--- config.mk ---
export PLATFORM = sky130hd
export DESIGN_NAME = chopper_ctrl_n
export DESIGN_NICKNAME = d
export VERILOG_FILES = /design/src/rtl/chopper_ctrl_n.sv
export SDC_FILE = /design/constraint.sdc
export NUM_CORES = 1
export LEC_CHECK = 0
export ABC_AREA = 1
export BUFFER_PORTS_ARGS = -buffer_cell sky130_fd_sc_hd__buf_4
export CAP_MARGIN = 20
export CORE_MARGIN = 2
export CORE_UTILIZATION = 45
export DETAILED_ROUTE_END_ITERATION = 8
export GPL_TIMING_DRIVEN = 0
export PLACE_DENSITY_LB_ADDON = 0.1
export SYNTH_ARGS = -nofsm -noshare
export SYNTH_HDL_FRONTEND = slang
export SYNTH_SLANG_ARGS = --single-unit
export TNS_END_PERCENT = 5
--- constraint.sdc ---
create_clock -name clk -period 4.7 [get_ports clk]
set_input_delay 0.235 -clock clk [delete_from_list [all_inputs] [get_ports clk]]
set_output_delay 0.235 -clock clk [all_outputs]
set_load 0.02 [all_outputs]
--- src/rtl/chopper_ctrl_n.sv ---
// chopper_ctrl_n: N-channel peak-current chopper controller.
// Each channel runs its own blank / on / fast-decay / slow-decay cycle. A
// short-circuit fault latches after FAULT_COUNT consecutive immediate
// comparator trips and is held until the global enable is dropped.
module chopper_ctrl_n #(
   parameter int CHANNELS    = 2,
   parameter int OFF_W       = 10,
   parameter int BLANK_W     = 8,
   parameter int MINON_W     = 8,
   parameter int FAULT_COUNT = 4
) (
   input  logic                  clk,
   input  logic                  resetn,
   input  logic                  enable,
   input  logic [CHANNELS-1:0]   analog_cmp,
   input  logic [OFF_W-1:0]      config_offtime,
   input  logic [OFF_W-1:0]      config_fastdecay_time,
   input  logic [BLANK_W-1:0]    config_blanktime,
   input  logic [MINON_W-1:0]    config_minimum_on_time,
   output logic [CHANNELS-1:0]   drive_on,
   output logic [CHANNELS-1:0]   fast_decay,
   output logic [CHANNELS-1:0]   slow_decay,
   output logic [3*CHANNELS-1:0] state,
   output logic                  faultn
);

   localparam int FC_W = $clog2(FAULT_COUNT + 1);
   localparam logic [FC_W-1:0] FC_LAST = FC_W'(FAULT_COUNT - 1);
   localparam logic [FC_W-1:0] FC_FULL = FC_W'(FAULT_COUNT);

   typedef enum logic [2:0] {
      ST_IDLE  = 3'd0,
      ST_BLANK = 3'd1,
      ST_ON    = 3'd2,
      ST_FAST  = 3'd3,
      ST_SLOW  = 3'd4,
      ST_FAULT = 3'd5
   } state_e;

   logic [BLANK_W-1:0]  b_eff;
   logic [MINON_W-1:0]  m_eff;
   logic [OFF_W-1:0]    t_eff;
   logic [OFF_W-1:0]    f_eff;
   logic [CHANNELS-1:0] fault_vec;

   // Effective durations: zero-length blank/min-on/off collapse to one cycle,
   // and the fast-decay share can never exceed the whole off period.
   always_comb begin
      b_eff = (config_blanktime == '0) ? BLANK_W'(1) : config_blanktime;
      m_eff = (config_minimum_on_time == '0) ? MINON_W'(1) : config_minimum_on_time;
      t_eff = (config_offtime == '0) ? OFF_W'(1) : config_offtime;
      f_eff = (config_fastdecay_time > t_eff) ? t_eff : config_fastdecay_time;
   end

   assign faultn = ~|fault_vec;

   for (genvar i = 0; i < CHANNELS; i++) begin : g_ch
      state_e             st_q, st_d;
      logic [BLANK_W-1:0] blank_q, blank_d;
      logic [MINON_W-1:0] minon_q, minon_d;
      logic [OFF_W-1:0]   off_q, off_d;
      logic [OFF_W-1:0]   slow_len_q, slow_len_d;
      logic               elig_q, elig_d;
      logic [FC_W-1:0]    fcnt_q, fcnt_d;
      logic               drv_q, fast_q, slow_q, flt_q;

      // Next-state logic. elig_q marks that an eligible ON cycle with cmp=0
      // has already passed, so a later trip is a normal chop, not immediate.
      always_comb begin
         st_d       = st_q;
         blank_d    = blank_q;
         minon_d    = (minon_q != '0) ? minon_q - 1'b1 : '0;
         off_d      = off_q;
         slow_len_d = slow_len_q;
         elig_d     = elig_q;
         fcnt_d     = fcnt_q;
         case (st_q)
            ST_IDLE: begin
               if (enable) begin
                  st_d    = ST_BLANK;
                  blank_d = b_eff;
                  minon_d = m_eff;
                  elig_d  = 1'b0;
               end
            end
            ST_BLANK: begin
               if (blank_q <= BLANK_W'(1)) st_d = ST_ON;
               else                        blank_d = blank_q - 1'b1;
            end
            ST_ON: begin
               if (minon_q <= MINON_W'(1)) begin
                  if (analog_cmp[i]) begin
                     if (!elig_q && fcnt_q == FC_LAST) begin
                        st_d   = ST_FAULT;
                        fcnt_d = FC_FULL;
                     end else begin
                        fcnt_d     = elig_q ? '0 : fcnt_q + 1'b1;
                        st_d       = (f_eff != '0) ? ST_FAST : ST_SLOW;
                        off_d      = t_eff;
                        slow_len_d = t_eff - f_eff;
                     end
                  end else begin
                     elig_d = 1'b1;
                  end
               end
            end
            ST_FAST: begin
               if (off_q <= OFF_W'(1)) begin
                  st_d    = ST_BLANK;
                  blank_d = b_eff;
                  minon_d = m_eff;
                  elig_d  = 1'b0;
               end else begin
                  off_d = off_q - 1'b1;
                  if (off_q - 1'b1 == slow_len_q) st_d = ST_SLOW;
               end
            end
            ST_SLOW: begin
               if (off_q <= OFF_W'(1)) begin
                  st_d    = ST_BLANK;
                  blank_d = b_eff;
                  minon_d = m_eff;
                  elig_d  = 1'b0;
               end else begin
                  off_d = off_q - 1'b1;
               end
            end
            ST_FAULT: st_d = ST_FAULT;
            default:  st_d = ST_IDLE;
         endcase
         if (!enable) begin
            st_d   = ST_IDLE;
            fcnt_d = '0;
         end
      end

      // State, counters and bridge outputs, all registered from the next state.
      always_ff @(posedge clk) begin
         if (!resetn) begin
            st_q       <= ST_IDLE;
            blank_q    <= '0;
            minon_q    <= '0;
            off_q      <= '0;
            slow_len_q <= '0;
            elig_q     <= 1'b0;
            fcnt_q     <= '0;
            drv_q      <= 1'b0;
            fast_q     <= 1'b0;
            slow_q     <= 1'b0;
            flt_q      <= 1'b0;
         end else begin
            st_q       <= st_d;
            blank_q    <= blank_d;
            minon_q    <= minon_d;
            off_q      <= off_d;
            slow_len_q <= slow_len_d;
            elig_q     <= elig_d;
            fcnt_q     <= fcnt_d;
            drv_q      <= (st_d == ST_BLANK) || (st_d == ST_ON);
            fast_q     <= (st_d == ST_FAST);
            slow_q     <= (st_d == ST_SLOW);
            flt_q      <= (st_d == ST_FAULT);
         end
      end

      assign drive_on[i]      = drv_q;
      assign fast_decay[i]    = fast_q;
      assign slow_decay[i]    = slow_q;
      assign fault_vec[i]     = flt_q;
      assign state[3*i +: 3]  = st_q;
   end

endmodule

# == Word level (Yosys, flattened, before mapping) ==
# Cells that the tools add are included.
# word_totals
reg_bits,94
latchBits,0
ram_bits,0
mem_bits_ro,0
in_bits,41
n_memories,0
# classes
addsub,9
multipliers,0
div_mod_pow,0
magnitude_cmp,7
eq_ne,40
n_shift,0
mux,61
n_bitwise,2
reduce_logical,35
# op_table
operator,n
$mux W8,13
$mux W10,10
$mux W3,21
$pmux W8 S3,2
$pmux W10 S2,2
$pmux W3 S6,2
$le A8 B1 Y1 const B,4
$pmux W8 S2,2
$sub A8 B1 Y8 const B,4
$eq A3 B2 Y1 const B,10
$ne A2 B2 Y1 const B,14
$eq A3 B3 Y1 const B,8
$eq A10 B10 Y1,2
$le A10 B1 Y1 const B,2
$reduce_and A5 Y1,4
$sub A10 B1 Y10 const B,2
$logic_not A8 Y1,2
$reduce_and A4 Y1,4
$reduce_bool A8 Y1,2
$eq A3 B1 Y1 const B,4
$reduce_bool A3 Y1,4
$gt A10 B10 Y1,1
$logic_not A10 Y1,1
$reduce_bool A10 Y1,1
14 further kinds,33

# == Longest topological paths before layout ==
# logic_depth
depth_word,13
depth_mapped,29

# == Least setup slack after synthesis ==
# OpenSTA, ideal clock, no wires.
# synth_path
path_kind,input-to-reg
startpoint,input config_offtime[9]
endpoint,register g_ch[0].slow_len_q[8]
arrival_ns,3.142
required_ns,4.585
path_slack_ns,1.442
path_stages,27
path_buffers,1
cell_sequence,inv_1 > nand4_1 > nor2_1 > nor2_1 > inv_1 > ha_1 > inv_1 > nand2_1 > nand2_1 > nand3_1 > nand3_2 > nand2_2 > buf_6 > nand2_1 > nand2_1 > inv_1 > ha_1 > fa_1 > o21ai_0 > a21oi_1 > o21bai_1 > a21oi_1 > nor2_1 > nor2_1 > xor2_1 > o21ai_0 > inv_1
# synth_between
elab_chain_cells,5
# synth_rtl
element,line_no,source
start: declaration,16,"input logic [OFF_W-1:0] config_offtime,"
$logic_not A10 Y1,51,t_eff = (config_offtime == '0) ? OFF_W'(1) : config_offtime;
$mux W10 (*),51,
$gt A10 B10 Y1,52,f_eff = (config_fastdecay_time > t_eff) ? t_eff : config_fastdecay_time;
$mux W10,52,
$sub A10 B10 Y10 (*),100,slow_len_d = t_eff - f_eff;
end signal: assignment,156,slow_len_q <= slow_len_d;
end: declaration,62,"logic [OFF_W-1:0] slow_len_q, slow_len_d;"
# Mark *: on every way between the ends. The rest lies on a longest branch, timed or not.
# A chain may end at the register's enable or synchronous reset.

# == Final worst setup path ==
# Same ends and word-level chain as after synthesis.

==> impl_metrics.env <==
export IMPL_reg2reg_from="g_ch[1].off_q[0]"
export IMPL_numPortBuffers=52
export IMPL_rr_endpoint="g_ch[1].drv_q"
export IMPL_synth_ff_type="dfxtp_1"
export IMPL_yosysWarnings=0
export IMPL_h_tree_depth=3
export IMPL_area_delta_synth_final_pct=13.9
export IMPL_worstMarginPinSlew_ns=0.799
export IMPL_core_area_um2=14500
export IMPL_drt_total_wl_mm=18.4
export IMPL_clk_pin_slew_worst_paths_ns=0.07
export IMPL_slew_viol_final=0
export IMPL_use_met3=0.0268
export IMPL_busiest_layer="met2"
export IMPL_clock_root_buffer="clkbuf_16"
export IMPL_routedWlPerCell_um=14.3
export IMPL_yosys_top_cells_area="dfxtp_1, nand2_1, inv_1"
export IMPL_combPwrFrac=0.269
export IMPL_ios=54
export IMPL_post_route_min_period_ns=3.71
export IMPL_async_flop_share=0
export IMPL_holdWs_ns=0.143
export IMPL_path_buf_inv=7
export IMPL_yosys_area_share_simple=0.307
export IMPL_synth_edf_count=0
export IMPL_design_area_um2=7590
export IMPL_synth_fa_ha_area_frac=0.0706
export IMPL_fin_setup_tns_ns=0
export IMPL_cpMostUsedCell="inv_1"
export IMPL_synth_compound_area_frac=0.178
export IMPL_diodes=0
export IMPL_antenna_left=0
export IMPL_min_to="g_ch[0].minon_q[5]"
export IMPL_cts_setup_buffers=0
export IMPL_hold_depth=3
export IMPL_ff2ff_path_depth=15
export IMPL_grt_start_max_net_pins=16
export IMPL_vdd_drop_max_mv=0.186
export IMPL_synthXorXnorAreaFrac=0.0428
export IMPL_cts_resized=0
export IMPL_syn_num_nets=1117
export IMPL_antenna_found_initial=0
export IMPL_hpwl_mm=14.5
export IMPL_cp_required_ns=4.94
export IMPL_start_util=0.460
export IMPL_clk_latency_ns=0.35
export IMPL_endpoint_kind="register"
export IMPL_rsz0062_at_grt="false"
export IMPL_synth_seq_cells=94
export IMPL_netlist_area_um2=6660
export IMPL_use_met2=0.388
export IMPL_crit_path_max_incr_delay_ns=0.41
export IMPL_syn_area_per_cell_um2=6.41
export IMPL_max_freq_mhz=270
export IMPL_crit_type="primary input to register"
export IMPL_clock_sinks=94
export IMPL_final_hold_viol_count=0
export IMPL_status="finished, final reports clean"
export IMPL_fin_cells=1290
export IMPL_drive_gt1_frac=0.0986
export IMPL_p_sw_frac=0.331
export IMPL_clock_path_buffers=2
export IMPL_setup_violations=0
export IMPL_hold_buffers=0
export IMPL_arrival_ns=3.95
export IMPL_min_from="config_minimum_on_time[5]"
export IMPL_placed_area_um2=7280
export IMPL_synth_top_area_cell="dfxtp_1"
export IMPL_die_area_um2=15800
export IMPL_grt_pass1_vias=6048
export IMPL_fillers=1545
export IMPL_cts_inserted_buffers=9
export IMPL_switchingPower_mw=0.749
export IMPL_synth_top_family_by_area="simple AND/OR/NAND/NOR gates"
export IMPL_grt_overflow=0
export IMPL_synthCells=1039
export IMPL_yosys_mux_area_fraction=0
export IMPL_reg2reg_slack_ns=2.08
export IMPL_use_met1=0.324
export IMPL_avgViaCountPerCell=5.13
export IMPL_tritoncts="built"
export IMPL_die_h_um=126
export IMPL_grt_pass1_wl_mm=30.3
export IMPL_synth_top_area_share=0.282
export IMPL_fin_worst_skew_ns=0.0102
export IMPL_power_density_nw_per_um2=298
export IMPL_drc=0
export IMPL_total_power_mw=2.26
export IMPL_crit_slowest_cell="fa_1"
export IMPL_max_cap_viol_count=0
export IMPL_yosysUniqueCellTypes=55
export IMPL_max_slew_margin=0.467
export IMPL_hold_class="primary input to register"
export IMPL_routabilityCongestion=0.899
export IMPL_ys_seq_area_frac=0.282
export IMPL_seqPwrFrac=0.390
export IMPL_post_route_period_util=0.789
export IMPL_firstDrtPassIters=5
export IMPL_drtIter0Drc=384
export IMPL_cpLargestDelayFamily="simple AND/OR/NAND/NOR gates"
export IMPL_die_width_um=126
export IMPL_p_leak_nw=3.74
export IMPL_vias=6612
export IMPL_p_clk_frac=0.342
export IMPL_p_int_mw=1.51
export IMPL_grt_use_total=0.238
export IMPL_fin_nets=1180
export IMPL_cp_max_fo=10
export IMPL_startpoint_type="primary input"
export IMPL_dp_cells=1275
export IMPL_rows=44
[routing by layer]
layer | vias up | wire, um
li1 | 3493 | -
met1 | 2932 | 8810
met2 | 157 | 8410
met3 | 30 | 767
met4 | 0 | 410
met5 | - | 0
[kinds of logic after synthesis]
group           after synthesis
simple gates                475
compound gates              205
fa+ha+maj                    37
buf+inv                     197
xor+xnor                     31
flops                        94
[state kept, by name, summed over array words and instances, names as in the netlist]
| register | flops |
|---|---|
| g_ch.blank_q | 16 |
| g_ch.drv_q | 2 |
| g_ch.elig_q | 2 |
| g_ch.fast_q | 2 |
| g_ch.fcnt_q | 6 |
| g_ch.flt_q | 2 |
| g_ch.minon_q | 16 |
| g_ch.off_q | 20 |
| g_ch.slow_len_q | 20 |
| g_ch.slow_q | 2 |
| g_ch.st_q | 6 |
[placed cells by master (no fill, tap or decap), types with 2 or more instances in the layout]
cell type,n
o21ai_1,4
o21ai_2,2
buf_4,58
inv_2,6
clkbuf_1,24
clkbuf_8,2
nor4_1,6
ha_1,36
xor2_1,22
a211oi_1,19
nand2_1,235
inv_1,151
nand2_2,3
nor2_4,4
xnor2_1,8
clkinv_1,3
nand3_1,61
dfxtp_1,94
clkbuf_16,9
o21ai_0,68
o21a_1,5
nor3_1,14
nor2_1,125
a31oi_1,17
nor2_2,4
o221ai_1,3
buf_2,4
nand4_1,11
o31ai_1,2
a21oi_1,71
or2_2,2
a2111oi_0,2
a31oi_2,2
o21bai_1,2
[worst min-delay path, cell delays in order]
cell and delay (ns):
buf_4 0.09, a21oi_1 0.06, nor2_1 0.07
[metrics by stage]
step            util  setup slack [ns]
6_report       0.524             0.990
5_1_grt        0.524             0.601
4_1_cts        0.524             0.986
3_5_place_dp   0.503             0.621
3_3_place_gp   0.503             0.672
2_1_floorplan      -              1.44
[layout make-up]
cell class	instances	area (um^2)	share of cell area
sequential	94	1880	0.248
buffer	37	190	0.0251
timing repair buffer	52	390	0.0514
clock buffer	11	253	0.0333
inverter	160	601	0.0791
multi-input combinational	748	3990	0.526
tap	184	230	0.0303
clock inverter	4	55.1	0.00725
[cells in the mapped netlist (5+ instances only)]
| cell type | count |
|---|---|
| nand2_1 | 235 |
| inv_1 | 151 |
| nor2_1 | 125 |
| dfxtp_1 | 94 |
| a21oi_1 | 71 |
| o21ai_0 | 68 |
| nand3_1 | 61 |
| ha_1 | 36 |
| clkbuf_1 | 24 |
| xor2_1 | 22 |
| a211oi_1 | 19 |
| a31oi_1 | 17 |
| nor3_1 | 14 |
| nand4_1 | 11 |
| xnor2_1 | 8 |
| buf_4 | 6 |
| inv_2 | 6 |
| nor4_1 | 6 |
| o21a_1 | 5 |
[power groups by stage]
stage / registers [mW] / clock network (mW) / logic (mW)
floorplan: 0.891 / 0 / 0.444
global placement: 0.899 / 0 / 0.605
detailed placement: 0.899 / 0 / 0.606
CTS: 0.881 / 0.787 / 0.609
global route: 0.889 / 0.814 / 0.691
finish: 0.881 / 0.773 / 0.608
[how the worst max path moves through the flow]
stage | startpoint | to | slack (ns) | cells after the start
finish | config_offtime[9] | g_ch[0].slow_len_q[8] | 0.99 | 28
global placement | config_offtime[9] | g_ch[0].slow_len_q[8] | 0.67 | 28
CTS | config_offtime[9] | g_ch[0].slow_len_q[8] | 0.99 | 28
global route | config_offtime[9] | g_ch[0].slow_len_q[8] | 0.60 | 28
floorplan | config_offtime[9] | g_ch[0].slow_len_q[8] | 1.44 | 27
detailed placement | config_offtime[9] | g_ch[0].slow_len_q[8] | 0.62 | 28
Power figures use the tool's default switching activity.
